$ cat src/rtl/pipe_stage_buf_pkg.sv
// Shared pipeline types: stage handshake bundle, buffer defaults and per-stage payload widths.
// Stage buffers are instantiated with WIDTH set to one of the *_W constants below.
package pipes;

  typedef struct packed {
    logic valid;
  } stage_hs_t;

  localparam int unsigned PIPE_BUF_DEPTH = 2;
  localparam int unsigned PIPE_STALL_W   = 32;

  typedef struct packed {
    logic [31:0] pc;
    logic [31:0] instr;
  } fetch_data_t;

  typedef struct packed {
    logic [31:0] pc;
    logic [4:0]  rd;
    logic [31:0] rs1_val;
    logic [31:0] rs2_val;
    logic [31:0] imm;
    logic [5:0]  op;
  } decode_data_t;

  typedef struct packed {
    logic [31:0] pc;
    logic [4:0]  rd;
    logic [31:0] result;
    logic [31:0] store_data;
    logic [5:0]  op;
  } exec_data_t;

  typedef struct packed {
    logic [4:0]  rd;
    logic [31:0] result;
    logic        wen;
  } mem_data_t;

  typedef struct packed {
    logic [4:0]  rd;
    logic [31:0] wdata;
    logic        wen;
  } wb_data_t;

  localparam int unsigned FETCH_W  = $bits(fetch_data_t);
  localparam int unsigned DECODE_W = $bits(decode_data_t);
  localparam int unsigned EXEC_W   = $bits(exec_data_t);
  localparam int unsigned MEM_W    = $bits(mem_data_t);
  localparam int unsigned WB_W     = $bits(wb_data_t);

  // A single-entry buffer still needs a 1-bit pointer to keep port widths legal.
  function automatic int unsigned ptr_width(int unsigned depth);
    return (depth > 1) ? $clog2(depth) : 1;
  endfunction

endpackage

$ cat src/rtl/pipe_stage_buf_wrap_ptr.sv
// Circular-buffer index: advances on en_i, wraps DEPTH-1 -> 0, synchronous clear and reset.
// clr_i wins over en_i so a flush always lands the pointer on entry 0.
module pipe_wrap_ptr
  import pipes::*;
#(
  parameter int unsigned DEPTH = 2
) (
  input  logic                         clk_i,
  input  logic                         srst_ni,
  input  logic                         clr_i,
  input  logic                         en_i,
  output logic [ptr_width(DEPTH)-1:0]  ptr_o
);

  localparam int unsigned PtrW = ptr_width(DEPTH);
  localparam logic [PtrW-1:0] LastIdx = PtrW'(DEPTH - 1);

  logic [PtrW-1:0] ptr_q, ptr_d;

  always_comb begin
    ptr_d = ptr_q;
    if (clr_i) begin
      ptr_d = '0;
    end else if (en_i) begin
      ptr_d = (ptr_q == LastIdx) ? '0 : ptr_q + PtrW'(1);
    end
  end

  always_ff @(posedge clk_i) begin
    if (!srst_ni) begin
      ptr_q <= '0;
    end else begin
      ptr_q <= ptr_d;
    end
  end

  always_comb begin
    ptr_o = ptr_q;
  end

endmodule

$ cat src/rtl/pipe_stage_buf.sv
// Elastic pipeline register: DEPTH-entry circular buffer with valid/ready on both sides,
// flush for squash, occupancy output and a saturating back-pressure stall counter.
module pipe_stage_buf
  import pipes::*;
#(
  parameter int unsigned WIDTH   = 64,
  parameter int unsigned DEPTH   = PIPE_BUF_DEPTH,
  parameter int unsigned STALL_W = PIPE_STALL_W
) (
  input  logic                         clk,
  input  logic                         reset,
  input  logic                         flush,
  input  logic                         in_valid,
  output logic                         in_ready,
  input  logic [WIDTH-1:0]             in_data,
  output logic                         out_valid,
  input  logic                         out_ready,
  output logic [WIDTH-1:0]             out_data,
  output logic [$clog2(DEPTH+1)-1:0]   count,
  output logic [STALL_W-1:0]           stall_cycles
);

  localparam int unsigned PtrW = ptr_width(DEPTH);
  localparam int unsigned CntW = $clog2(DEPTH + 1);
  localparam logic [CntW-1:0] CntFull = CntW'(DEPTH);

  logic [CntW-1:0]    cnt_q, cnt_d;
  logic [STALL_W-1:0] stall_q, stall_d;
  logic [WIDTH-1:0]   mem_q [DEPTH];
  logic [WIDTH-1:0]   mem_d [DEPTH];
  logic [PtrW-1:0]    head, tail;
  stage_hs_t          in_hs, out_hs;
  logic               push, pop, mem_we;

  // Handshake state derives from cnt_q only, so out_ready never reaches in_ready.
  always_comb begin
    in_hs.valid  = in_valid;
    out_hs.valid = (cnt_q != '0);
    in_ready     = (cnt_q != CntFull);
    out_valid    = out_hs.valid;
    push         = in_hs.valid & in_ready;
    pop          = out_hs.valid & out_ready;
    mem_we       = push & ~flush & reset;
  end

  always_comb begin
    cnt_d = cnt_q;
    if (flush) begin
      cnt_d = '0;
    end else if (push && !pop) begin
      cnt_d = cnt_q + CntW'(1);
    end else if (pop && !push) begin
      cnt_d = cnt_q - CntW'(1);
    end
  end

  // Stalls observed during a flush cycle still count.
  always_comb begin
    stall_d = stall_q;
    if (out_valid && !out_ready && (stall_q != '1)) begin
      stall_d = stall_q + STALL_W'(1);
    end
  end

  always_comb begin
    mem_d = mem_q;
    if (mem_we) begin
      mem_d[tail] = in_data;
    end
  end

  always_ff @(posedge clk) begin
    if (!reset) begin
      cnt_q   <= '0;
      stall_q <= '0;
    end else begin
      cnt_q   <= cnt_d;
      stall_q <= stall_d;
    end
  end

  // Payload storage is deliberately not reset; cnt_q gates everything read from it.
  always_ff @(posedge clk) begin
    mem_q <= mem_d;
  end

  pipe_wrap_ptr #(
    .DEPTH (DEPTH)
  ) u_head_ptr (
    .clk_i   (clk),
    .srst_ni (reset),
    .clr_i   (flush),
    .en_i    (pop),
    .ptr_o   (head)
  );

  pipe_wrap_ptr #(
    .DEPTH (DEPTH)
  ) u_tail_ptr (
    .clk_i   (clk),
    .srst_ni (reset),
    .clr_i   (flush),
    .en_i    (push),
    .ptr_o   (tail)
  );

  always_comb begin
    out_data     = out_valid ? mem_q[head] : '0;
    count        = cnt_q;
    stall_cycles = stall_q;
  end

endmodule

$ cat config.mk
export PLATFORM = sky130hd
export DESIGN_NAME = pipe_stage_buf
export DESIGN_NICKNAME = d
export VERILOG_FILES = /design/src/rtl/pipe_stage_buf_pkg.sv /design/src/rtl/pipe_stage_buf_wrap_ptr.sv /design/src/rtl/pipe_stage_buf.sv
export SDC_FILE = /design/constraint.sdc
export NUM_CORES = 1
export LEC_CHECK = 0
export CAP_MARGIN = 20
export CORE_ASPECT_RATIO = 2
export CORE_MARGIN = 3
export CORE_UTILIZATION = 50
export DETAILED_ROUTE_END_ITERATION = 8
export MAX_ROUTING_LAYER = met4
export PLACE_DENSITY = 0.81
export SKIP_LAST_GASP = 1
export SYNTH_ARGS = -nofsm -noshare
export SYNTH_HDL_FRONTEND = slang
export SYNTH_SLANG_ARGS = --single-unit
$ cat constraint.sdc
create_clock -name clk -period 22.9 [get_ports clk]
set_input_delay 6.87 -clock clk [delete_from_list [all_inputs] [get_ports clk]]
set_output_delay 6.87 -clock clk [all_outputs]
set_load 0.02 [all_outputs]
# == Yosys cells after proc, flatten, opt, wreduce, memory -nomap -nowiden ==
# Cells that the tools add are included.
# word_totals
regBits,164
input_bits,69
output_inout_bits,100
elab_cells,46
# op_classes
n_addsub,5
n_lt_le_gt_ge,3
n_eq_ne,2
n_mux,11
bitwise,8
n_reduce_logical,11
# ops
cell,count
$mux W64,5
$bwmux W128,1
$demux W64 S1,1
$add A32 B1 Y32 const B,1
$ne A32 B32 Y1 const B,1
$logic_and A1 B1 Y1,5
$and A1 B1 Y1,4
$ge A2 B2 Y1 const B,2
$mux W2,2
$not A1 Y2,2
$reduce_bool A2 Y1,2
$logic_not A1 Y1,3
$add A1 B1 Y1 const B,2
$add A2 B1 Y2 const B,1
$lt A2 B1 Y1 const B,1
$mux W1,2
$ne A2 B2 Y1 const B,1
$not A1 Y1,2
$reduce_or A2 Y1,1
$sub A2 B1 Y2 const B,1

# == Depth between registers and ports, before layout ==
# Gate-level depths: netlist of run 1.
# logic_depth
ltp_word,6
ltp_mapped,7

# == By module ==
# From an unflattened synthesis of run 1, not the netlist that was laid out.
# hier_totals
cells_unflattened,486
hier_area_um2,6746.5
# modules_own_cells
mod,instances,cells_each,area_per_inst_um2,seq_area_each_um2
pipe_stage_buf,1,480,6663.9,4524.3
pipe_wrap_ptr,2,3,41.3,20.0

# == Worst setup path after synthesis of run 1 ==
# OpenSTA, ideal clock, no wires.
# synth_timing
path_type,input -> register
from,input in_valid
to,register mem_q[100] (netlist bit) (enable)
t_arrival_ns,11.787
required_ns,22.322
path_slack_ns,10.535
cell_stages,2
n_path_buf,0
cell_sequence,and2_0 > nor3b_1
# synth_between
elab_chain_len,3
# synth_rtl
element,line_no,rtl
"start, declared",pipe_stage_buf.sv:13,"input logic in_valid,"
$and A1 B1 Y1,pipe_stage_buf.sv:41,push = in_hs.valid & in_ready;
$and A1 B1 Y1 (2 in series),pipe_stage_buf.sv:43,mem_we = push & ~flush & reset;
"end signal, assigned",pipe_stage_buf.sv:84,mem_q <= mem_d;
"end, declared",pipe_stage_buf.sv:29,logic [WIDTH-1:0] mem_q [DEPTH];
# Every way passes these cells.
# A chain may end at the register's enable or synchronous reset.

# == Final worst setup path of run 1 ==
# layout_timing
from,"register u_head_ptr.ptr_q, in the netlist u_head_ptr.ptr_o"
to,output out_data[12]
# layout_between
elab_chain_len,5
# layout_rtl
element,line_no,rtl
"start, declared",pipe_stage_buf_wrap_ptr.sv:18,"logic [PtrW-1:0] ptr_q, ptr_d;"
"start signal, assigned",pipe_stage_buf_wrap_ptr.sv:33,ptr_q <= ptr_d;
$not A1 Y2 (implied by the code),pipe_stage_buf.sv:108,out_data = out_valid ? mem_q[head] : '0;
$mux W64 (implied by the code) (3 in series),pipe_stage_buf.sv:108,
$mux W64,pipe_stage_buf.sv:108,
"end, declared",pipe_stage_buf.sv:18,"output logic [WIDTH-1:0] out_data,"
# Every way passes these cells. The select of a mux whose other input is x is not followed.

==> results.py, run 1 <==
metrics = {
    "floorplan": {
        "std_cell_rows": 59,
        "die_y_microns": 169.6,
        "die-width_microns": 87.79,
        "coreArea_sq_um": 13070,
        "ioPinCount": 169,
        "dieArea_sq_um": 14890,
        "floorplan.initialDensity": 0.5119,
    },
    "power": {
        "power_mw": 0.6815,
        "leakage_nw": 2.869,
        "powerDensity_nw_per_um2": 75.02,
        "ir_drop_uv": 61.75,
    },
    "synth": {
        "yosysWarnings": 0,
        "synth_ff_type": "edfxtp_1",
        "synth_cells": 500,
        "synth-adder-area-share": 0.003741,
        "synthMostInstantiatedCell": "edfxtp_1",
        "yosys.area.top_type_share": 0.5746,
        "synth_edf_count": 128,
        "syn_area_sq_um": 6689,
        "avgSynthCellArea_sq_um": 13.38,
        "ys_top_cells_by_area": "edfxtp_1 57%, dfxtp_1 11%, mux2i_1 10%",
        "synth_common_cells": "128 x edfxtp_1, 77 x nor2_1, 68 x mux2i_1",
        "synth.area.mux_share": 0.1018,
        "async_reset_ff_frac": 0,
        "ys_ff_latch": 164,
        "synth-compound-area-share": 0.05125,
        "ys_seq_area_frac": 0.6824,
        "yosys.area_share.simple": 0.1337,
        "synth_xor_xnor_area_share": 0.006547,
        "synth_top_family_by_area": "simple AND/OR/NAND/NOR gates",
        "synth_top_cell_by_area": "edfxtp_1",
        "synth_fp_nets": 571,
        "synth_cell_types": 40,
    },
    "worst_setup_path": {
        "path_max_fanout": 65,
        "cp-start-kind": "flip-flop",
        "ff2ff_setup_slack_ns": 20.36,
        "r2r_end": "stall_cycles[19]",
        "worst-path-buf-inv": 1,
        "critPathKind": "reg2out",
        "reg2reg_depth": 5,
        "crit_family": "flip-flops",
        "r2r_start": "count[0]",
        "cpPeakStageDelay_ns": 1.08,
        "required_ns": 16.03,
        "cp.arrival_ns": 2.55,
        "slowest_stage": "dfxtp_4",
        "crit_chain": "mux2i_1 > nor2_1 > clkdlybuf4s50_1",
        "end_kind": "output pin",
    },
    "clocking": {
        "clk_path_buf_depth": 2,
        "ctsHoldBuffers": 0,
        "cts_root_buf": "clkbuf_16",
        "clkTransAtPathRegs_ns": 0.07,
        "insertion_delay_ns": 0.41,
        "postCtsResizedCells": 0,
        "postCtsSetupBuffers": 0,
        "cts_tree": "yes",
        "htree_levels": 4,
        "cts_inserted_buffers": 17,
        "cts_sinks": 164,
    },
    "sta": {
        "fin_crit_sh": 0.4111,
        "finalSetupViolCount": 0,
        "skew_ns": 0.009065,
        "setup_tns_ns": 0,
        "max_freq_mhz": 106.2,
        "slew_violations": 0,
        "relSlewSlack": 0.2599,
        "min_period_ns": 9.415,
        "hold_viol": 0,
        "fin_ws_ns": 13.48,
        "worst_pin_slew_ns": 1.110,
        "rsz0062_at_grt": "false",
    },
    "worst_hold_path": {
        "min_to": "stall_cycles[10]",
        "hold_class": "reg2reg",
        "min_path_cells": 2,
        "min_from": "stall_cycles[10]",
    },
    "route": {
        "avgViaCountPerCell": 5.633,
        "drc_errors": 0,
        "drtIter0Drc": 270,
        "avgRoutedWirePerCell_microns": 18.92,
        "dr.pass1.iters": 5,
        "vias": 4692,
        "routed_wirelength_microns": 15760,
        "antenna_left": 0,
    },
    "global_route": {
        "grt_pass1_wl_microns": 24410,
        "grt_max_degree": 66,
        "grtUsageTotal": 0.2220,
        "grt_antenna_before_repair": 1,
        "overflow": 0,
        "grt_pass1_vias": 4815,
    },
    "status": {
        "outcome": "completed",
    },
    "placement": {
        "gp_congestion": 0.9529,
        "dp_hpwl_microns": 10840,
        "post-place-ws_ns": 13.62,
        "port_buffers": 168,
    },
    "layout": {
        "area_growth_pct": 35.82,
        "drive_gt1_frac": 0.06765,
        "nNetsFinal": 738,
        "utilization": 0.6953,
    },
    "job": {
        "maxCapViolations": 0,
    },
}
-- layer usage --
| layer | part of all wire | wire length, microns | vias to the layer above | global-route usage |
|---|---|---|---|---|
| met5 | 0 | 0 | - | - |
| met4 | 0.031 | 489 | 0 | 0.1042 |
| met3 | 0.046 | 718 | 28 | 0.04665 |
| met2 | 0.56 | 8892 | 160 | 0.3909 |
| met1 | 0.36 | 5660 | 2281 | 0.2294 |
| li1 | - | - | 2223 | - |
-- worst min-delay path, cell delays in order, from the launching register on --
cell     delay [ns]
dfxtp_1        0.33
o31ai_1        0.07
a21oi_1        0.06
-- placed cells by master (no fill, tap or decap), types with 6 or more instances in the layout --
master / n
nand3_1: 10
o31ai_1: 10
o21ai_0: 16
or3_1: 16
nand2_1: 18
edfxtp_1: 128
nor2_1: 76
mux2i_1: 68
a21oi_1: 26
clkbuf_16: 17
nor4_1: 6
dfxtp_1: 35
nand2b_1: 7
clkdlybuf4s50_1: 168
nand4_1: 13
or4_1: 9
-- how the worst max path moves through the flow --
stage / start / to / slack [ns] / cells after the start
detailed placement: reset / mem_q[113] / 13.62 / 4
CTS: u_head_ptr.ptr_o / out_data[5] / 13.42 / 3
finish: u_head_ptr.ptr_o / out_data[12] / 13.48 / 3
global placement: reset / mem_q[113] / 13.70 / 4
floorplan: in_valid / mem_q[100] / 10.53 / 2
global route: u_head_ptr.ptr_o / out_data[39] / 13.31 / 3
-- state kept, by name, summed over array words and instances, names as in the netlist --
signal and count:
mem_q 128, stall_cycles 32, count 2, u_head_ptr.ptr_o 1, u_tail_ptr.ptr_o 1
-- layout make-up --
cell class	count	area, sq um
Multi-Input combinational cell	307	2001
Fill cell	948	3981
Inverter	4	15.01
Sequential cell	164	4568
Clock inverter	14	160.2
Clock buffer	18	429.2
Timing Repair Buffer	173	1719
Tap cell	152	190.2
Antenna cell	1	2.502
-- cell families after synthesis --
kind of cell               after synthesis
AOI/OAI and AO/OA                       59
muxes                                   68
adders and majority gates                2
and+or+nand+nor                        173
buffers and inverters                   29
DFF                                    164
xor gates and xnor gates                 5
-- report_power, final --
| part | switching (mW) | internal, mW | leakage (nW) |
|---|---|---|---|
| Sequential | 0.00413 | 0.326 | 1.45 |
| Clock | 0.124 | 0.156 | 0.287 |
| Combinational | 0.0369 | 0.0346 | 1.13 |
| Total | 0.165 | 0.517 | 2.87 |
-- per-stage QoR --
stage | cell area [sq um] | hold slack, ns | instances
6_report | 9085 | 0.5039 | 833
5_1_grt | 9085 | 0.5355 | 833
4_1_cts | 9082 | 0.5061 | 832
3_5_place_dp | 8493 | 0.4944 | 800
3_3_place_gp | 8493 | 0.4832 | 800
2_1_floorplan | 6689 | 0.5003 | 500
No activity file was read; power rests on OpenSTA's default activity.
==> run 2, diff against run 1 <==
--- a/config.mk
+++ b/config.mk
@@ -8,10 +8,10 @@
 export CAP_MARGIN = 20
 export CORE_ASPECT_RATIO = 2
 export CORE_MARGIN = 3
-export CORE_UTILIZATION = 50
+export CORE_UTILIZATION = 44
 export DETAILED_ROUTE_END_ITERATION = 8
 export MAX_ROUTING_LAYER = met4
-export PLACE_DENSITY = 0.81
+export PLACE_DENSITY = 0.76
 export SKIP_LAST_GASP = 1
 export SYNTH_ARGS = -nofsm -noshare
 export SYNTH_HDL_FRONTEND = slang
==> constraint.sdc (replaced) <==
create_clock -name clk -period 7.6 [get_ports clk]
set_input_delay 2.28 -clock clk [delete_from_list [all_inputs] [get_ports clk]]
set_output_delay 2.28 -clock clk [all_outputs]
set_load 0.02 [all_outputs]
==> run 2 against run 1 <==
Effect of this change: register-to-register slack worse by 15 ns; global-route usage is 3.7 points lower; worst setup slack worse by 11 ns; clock power grew to 2.9 times the previous value; critical path depth is 1 higher; routed wire length is 4.9% lower; sequential share of layout area is 0.43 points lower; critical endpoint is now out_data[23].
==> results.py, run 2 (synthesis results as in run 1) <==
metrics = {
    "placement": {
        "gp_congestion": 0.9285,
        "post_dp_cell_area_sq_um": 8553,
        "dp.cells": 843,
        "dp_hpwl_microns": 10440,
        "post-place-ws_ns": 2.853,
        "port_buffers": 168,
    },
    "power": {
        "power_mw": 2.025,
        "leakage_nw": 2.882,
        "powerDensity_nw_per_um2": 221.0,
        "ir_drop_uv": 148.1,
    },
    "sta": {
        "skew_ns": 0.009680,
        "whs_ns": 0.5016,
        "relSlewSlack": 0.3497,
        "fin_ws_ns": 2.945,
        "finalSetupViolCount": 0,
        "setup_tns_ns": 0,
        "hold_viol": 0,
        "min_period_ns": 4.655,
        "rsz0062_at_grt": "false",
        "worst_pin_slew_ns": 0.9711,
        "fin_crit_sh": 0.6125,
        "slew_violations": 0,
        "max_freq_mhz": 214.8,
    },
    "route": {
        "vias": 4666,
        "drc_errors": 0,
        "dr.pass1.iters": 4,
        "avgRoutedWirePerCell_microns": 17.12,
        "avgViaCountPerCell": 5.326,
        "drtIter0Drc": 219,
        "routed_wirelength_microns": 15000,
        "antenna_left": 0,
    },
    "clocking": {
        "htree_levels": 4,
        "cts_sinks": 164,
        "ctsHoldBuffers": 0,
        "postCtsResizedCells": 0,
        "cts_inserted_buffers": 17,
        "postCtsSetupBuffers": 0,
        "cts_root_buf": "clkbuf_16",
        "clkTransAtPathRegs_ns": 0.06,
        "insertion_delay_ns": 0.41,
        "cts_tree": "yes",
        "clk_path_buf_depth": 2,
    },
    "worst_setup_path": {
        "crit_chain": "buf_16 > mux2i_1 > nor2_1 > clkdlybuf4s50_1",
        "cp-start-kind": "flip-flop",
        "cpPeakStageDelay_ns": 0.69,
        "crit_family": "buffers and inverters",
        "end_kind": "output pin",
        "slowest_stage": "dfxtp_4",
        "critPathKind": "reg2out",
        "cp.arrival_ns": 2.38,
        "worst-path-buf-inv": 2,
        "path_max_fanout": 36,
        "required_ns": 5.32,
    },
    "job": {
        "maxCapViolations": 0,
    },
    "layout": {
        "largest_reg_flops": 128,
        "finalNonFillerCells": 876,
        "area_growth_pct": 36.98,
        "diodes": 0,
        "drive_gt1_frac": 0.06902,
        "nNetsFinal": 739,
        "final_common_cell": "clkdlybuf4s50_1",
        "utilization": 0.6150,
        "top_register": "mem_q",
        "fin_area_sq_um": 9163,
        "final_cell_mix": "168 x clkdlybuf4s50_1, 128 x edfxtp_1, 76 x nor2_1, 68 x mux2i_1, 35 x dfxtp_1",
    },
    "global_route": {
        "grt_antenna_before_repair": 0,
        "grt_pass1_wl_microns": 23490,
        "grtUsageTotal": 0.1845,
        "overflow": 0,
        "grt_max_degree": 66,
        "grt_pass1_vias": 4663,
    },
    "worst_hold_path": {
        "hold_class": "reg2reg",
    },
    "floorplan": {
        "die_y_microns": 180.4,
        "std_cell_rows": 63,
        "die-width_microns": 93.19,
        "floorplan.initialDensity": 0.4490,
        "ioPinCount": 169,
        "coreArea_sq_um": 14900,
        "dieArea_sq_um": 16810,
    },
    "status": {
        "outcome": "completed",
    },
}
## run 2: worst paths after layout
check	startpoint	end	slack [ns]	cells after the start
min	stall_cycles[14]	stall_cycles[14]	0.50	2
min reg2reg	stall_cycles[14]	stall_cycles[14]	0.50	2
max	u_head_ptr.ptr_o	out_data[23]	2.94	4
max reg2reg	stall_cycles[0]	stall_cycles[15]	4.89	7
## run 2: area by class of cell
class                           count  area [sq um]
Tap cell                          195         244.0
Clock buffer                       18         429.2
Inverter                            4         15.01
Timing Repair Buffer              174          1747
Multi-Input combinational cell    307          2007
Clock inverter                     14         152.6
Sequential cell                   164          4568
Fill cell                        1104          5736
## run 2: where the power goes
group	switching, mW	leakage (nW)	internal (mW)	total [mW]
Clock	0.373	0.287	0.442	0.814
Sequential	0.00910	1.45	0.984	0.993
Combinational	0.113	1.14	0.105	0.218
Total	0.495	2.88	1.53	2.02
## run 2: tightest hold or removal path: stages, from the launching register on
cell	delay, ns
dfxtp_1	0.33
o31ai_1	0.07
a21oi_1	0.05
## run 2: layer usage
layer	routed length, microns	GRT usage
met3	874	0.04304
met2	8233	0.3251
met4	512	0.08632
met1	5375	0.1900
met5	0	-
==> run 3, diff against run 2 <==
--- a/config.mk
+++ b/config.mk
@@ -8,10 +8,10 @@
 export CAP_MARGIN = 20
 export CORE_ASPECT_RATIO = 2
 export CORE_MARGIN = 3
-export CORE_UTILIZATION = 44
+export CORE_UTILIZATION = 49
 export DETAILED_ROUTE_END_ITERATION = 8
 export MAX_ROUTING_LAYER = met4
-export PLACE_DENSITY = 0.76
+export PLACE_DENSITY = 0.8
 export SKIP_LAST_GASP = 1
 export SYNTH_ARGS = -nofsm -noshare
 export SYNTH_HDL_FRONTEND = slang
==> constraint.sdc (replaced) <==
create_clock -name clk -period 4.3 [get_ports clk]
set_input_delay 1.29 -clock clk [delete_from_list [all_inputs] [get_ports clk]]
set_output_delay 1.29 -clock clk [all_outputs]
set_load 0.02 [all_outputs]
==> run 3 against run 2 <==
Effect of this change: die area down 9.7%; combinational power up 78%; final area down 0.12%; first-iteration DRC count up 41%; clock-buffer cell count down 1; worst hold slack better by 0.0090 ns; critical endpoint is now out_data[56]; largest power group unchanged.
==> results.py, run 3 (synthesis results as in run 1) <==
metrics = {
    "layout": {
        "top_register": "mem_q",
        "fin_area_sq_um": 9151,
        "final_cell_mix": "168 x clkdlybuf4s50_1, 128 x edfxtp_1, 76 x nor2_1, 68 x mux2i_1, 35 x dfxtp_1",
        "drive_gt1_frac": 0.07185,
        "final_common_cell": "clkdlybuf4s50_1",
        "nNetsFinal": 741,
        "area_growth_pct": 36.81,
        "largest_reg_flops": 128,
        "diodes": 0,
    },
    "placement": {
        "post_dp_cell_area_sq_um": 8559,
        "post-place-ws_ns": 0.8470,
        "dp_hpwl_microns": 10500,
        "gp_congestion": 0.8752,
        "port_buffers": 168,
    },
    "sta": {
        "whs_ns": 0.5107,
        "finalSetupViolCount": 0,
        "worst_pin_slew_ns": 0.9334,
        "fin_crit_sh": 0.8599,
        "max_freq_mhz": 270.4,
        "relSlewSlack": 0.3750,
        "min_period_ns": 3.698,
        "hold_viol": 0,
        "skew_ns": 0.01176,
        "slew_violations": 0,
        "rsz0062_at_grt": "false",
        "setup_tns_ns": 0,
        "fin_ws_ns": 0.6023,
    },
    "clocking": {
        "htree_levels": 4,
        "cts_inserted_buffers": 17,
        "postCtsResizedCells": 0,
        "clkTransAtPathRegs_ns": 0.07,
        "insertion_delay_ns": 0.41,
        "cts_sinks": 164,
        "cts_tree": "yes",
        "cts_root_buf": "clkbuf_16",
        "clk_path_buf_depth": 2,
        "ctsHoldBuffers": 0,
        "postCtsSetupBuffers": 0,
    },
    "global_route": {
        "grtUsageTotal": 0.2087,
        "grt_pass1_vias": 4784,
        "grt_antenna_before_repair": 0,
        "grt_pass1_wl_microns": 23490,
        "overflow": 0,
        "grt_max_degree": 65,
    },
    "route": {
        "drc_errors": 0,
        "antenna_left": 0,
        "dr.pass1.iters": 5,
        "routed_wirelength_microns": 15080,
        "drtIter0Drc": 309,
        "avgViaCountPerCell": 5.668,
        "avgRoutedWirePerCell_microns": 18.08,
        "vias": 4727,
    },
    "floorplan": {
        "std_cell_rows": 59,
        "die-width_microns": 88.62,
        "die_y_microns": 171.2,
        "floorplan.initialDensity": 0.5062,
        "dieArea_sq_um": 15170,
        "coreArea_sq_um": 13210,
        "ioPinCount": 169,
    },
    "worst_hold_path": {
        "hold_class": "reg2reg",
    },
    "job": {
        "maxCapViolations": 0,
    },
    "worst_setup_path": {
        "cp-start-kind": "flip-flop",
        "cp.arrival_ns": 2.41,
        "critPathKind": "reg2out",
        "end_kind": "output pin",
        "path_max_fanout": 34,
        "required_ns": 3.01,
    },
    "power": {
        "leakage_nw": 2.882,
        "powerDensity_nw_per_um2": 396.5,
        "ir_drop_uv": 292.6,
        "power_mw": 3.628,
    },
    "status": {
        "outcome": "completed",
    },
}
run 3: worst max-delay path, cell delays in order, from the launching register on:
cell             delay [ns]
dfxtp_4                0.74
buf_12                 0.31
mux2i_1                0.26
nor2_1                 0.09
clkdlybuf4s50_1        0.57
run 3: path summary, 6_finish.rpt:
kind         slack (ns)  cells past startpoint          endpoint              from
max reg2reg        1.65                      7  stall_cycles[14]   stall_cycles[0]
min reg2reg        0.51                      2   stall_cycles[6]   stall_cycles[6]
max                0.60                      4      out_data[56]  u_head_ptr.ptr_o
min                0.51                      2   stall_cycles[6]   stall_cycles[6]
run 3: area by class of cell:
| class | instances | area, sq um |
|---|---|---|
| flip-flops and latches | 164 | 4568 |
| repair buffers | 176 | 1779 |
| inverters | 4 | 15.01 |
| clock inverters | 14 | 166.4 |
| multi-input cells | 307 | 2007 |
| clock buffers | 17 | 425.4 |
| well taps | 152 | 190.2 |
| fillers | 914 | 4063 |
run 3: power breakdown:
part / total (mW) / switching, mW / internal, mW
Sequential: 1.76 / 0.0167 / 1.74
Clock: 1.48 / 0.614 / 0.870
Combinational: 0.389 / 0.200 / 0.189
run 3: metrics by stage:
step | utilization | std cells
6_report | 0.6925 | 834
3_5_place_dp | 0.6478 | 803
5_1_grt | 0.6925 | 834
4_1_cts | 0.6925 | 834
3_3_place_gp | 0.6478 | 803
2_1_floorplan | - | 500
run 3: per-layer routing:
| layer | track usage | wire (microns) | vias up |
|---|---|---|---|
| met1 | 0.2304 | 5545 | 2269 |
| li1 | - | - | 2228 |
| met4 | 0.09276 | 411 | 0 |
| met2 | 0.3528 | 8093 | 203 |
| met3 | 0.04938 | 1029 | 27 |
| met5 | - | 0 | - |
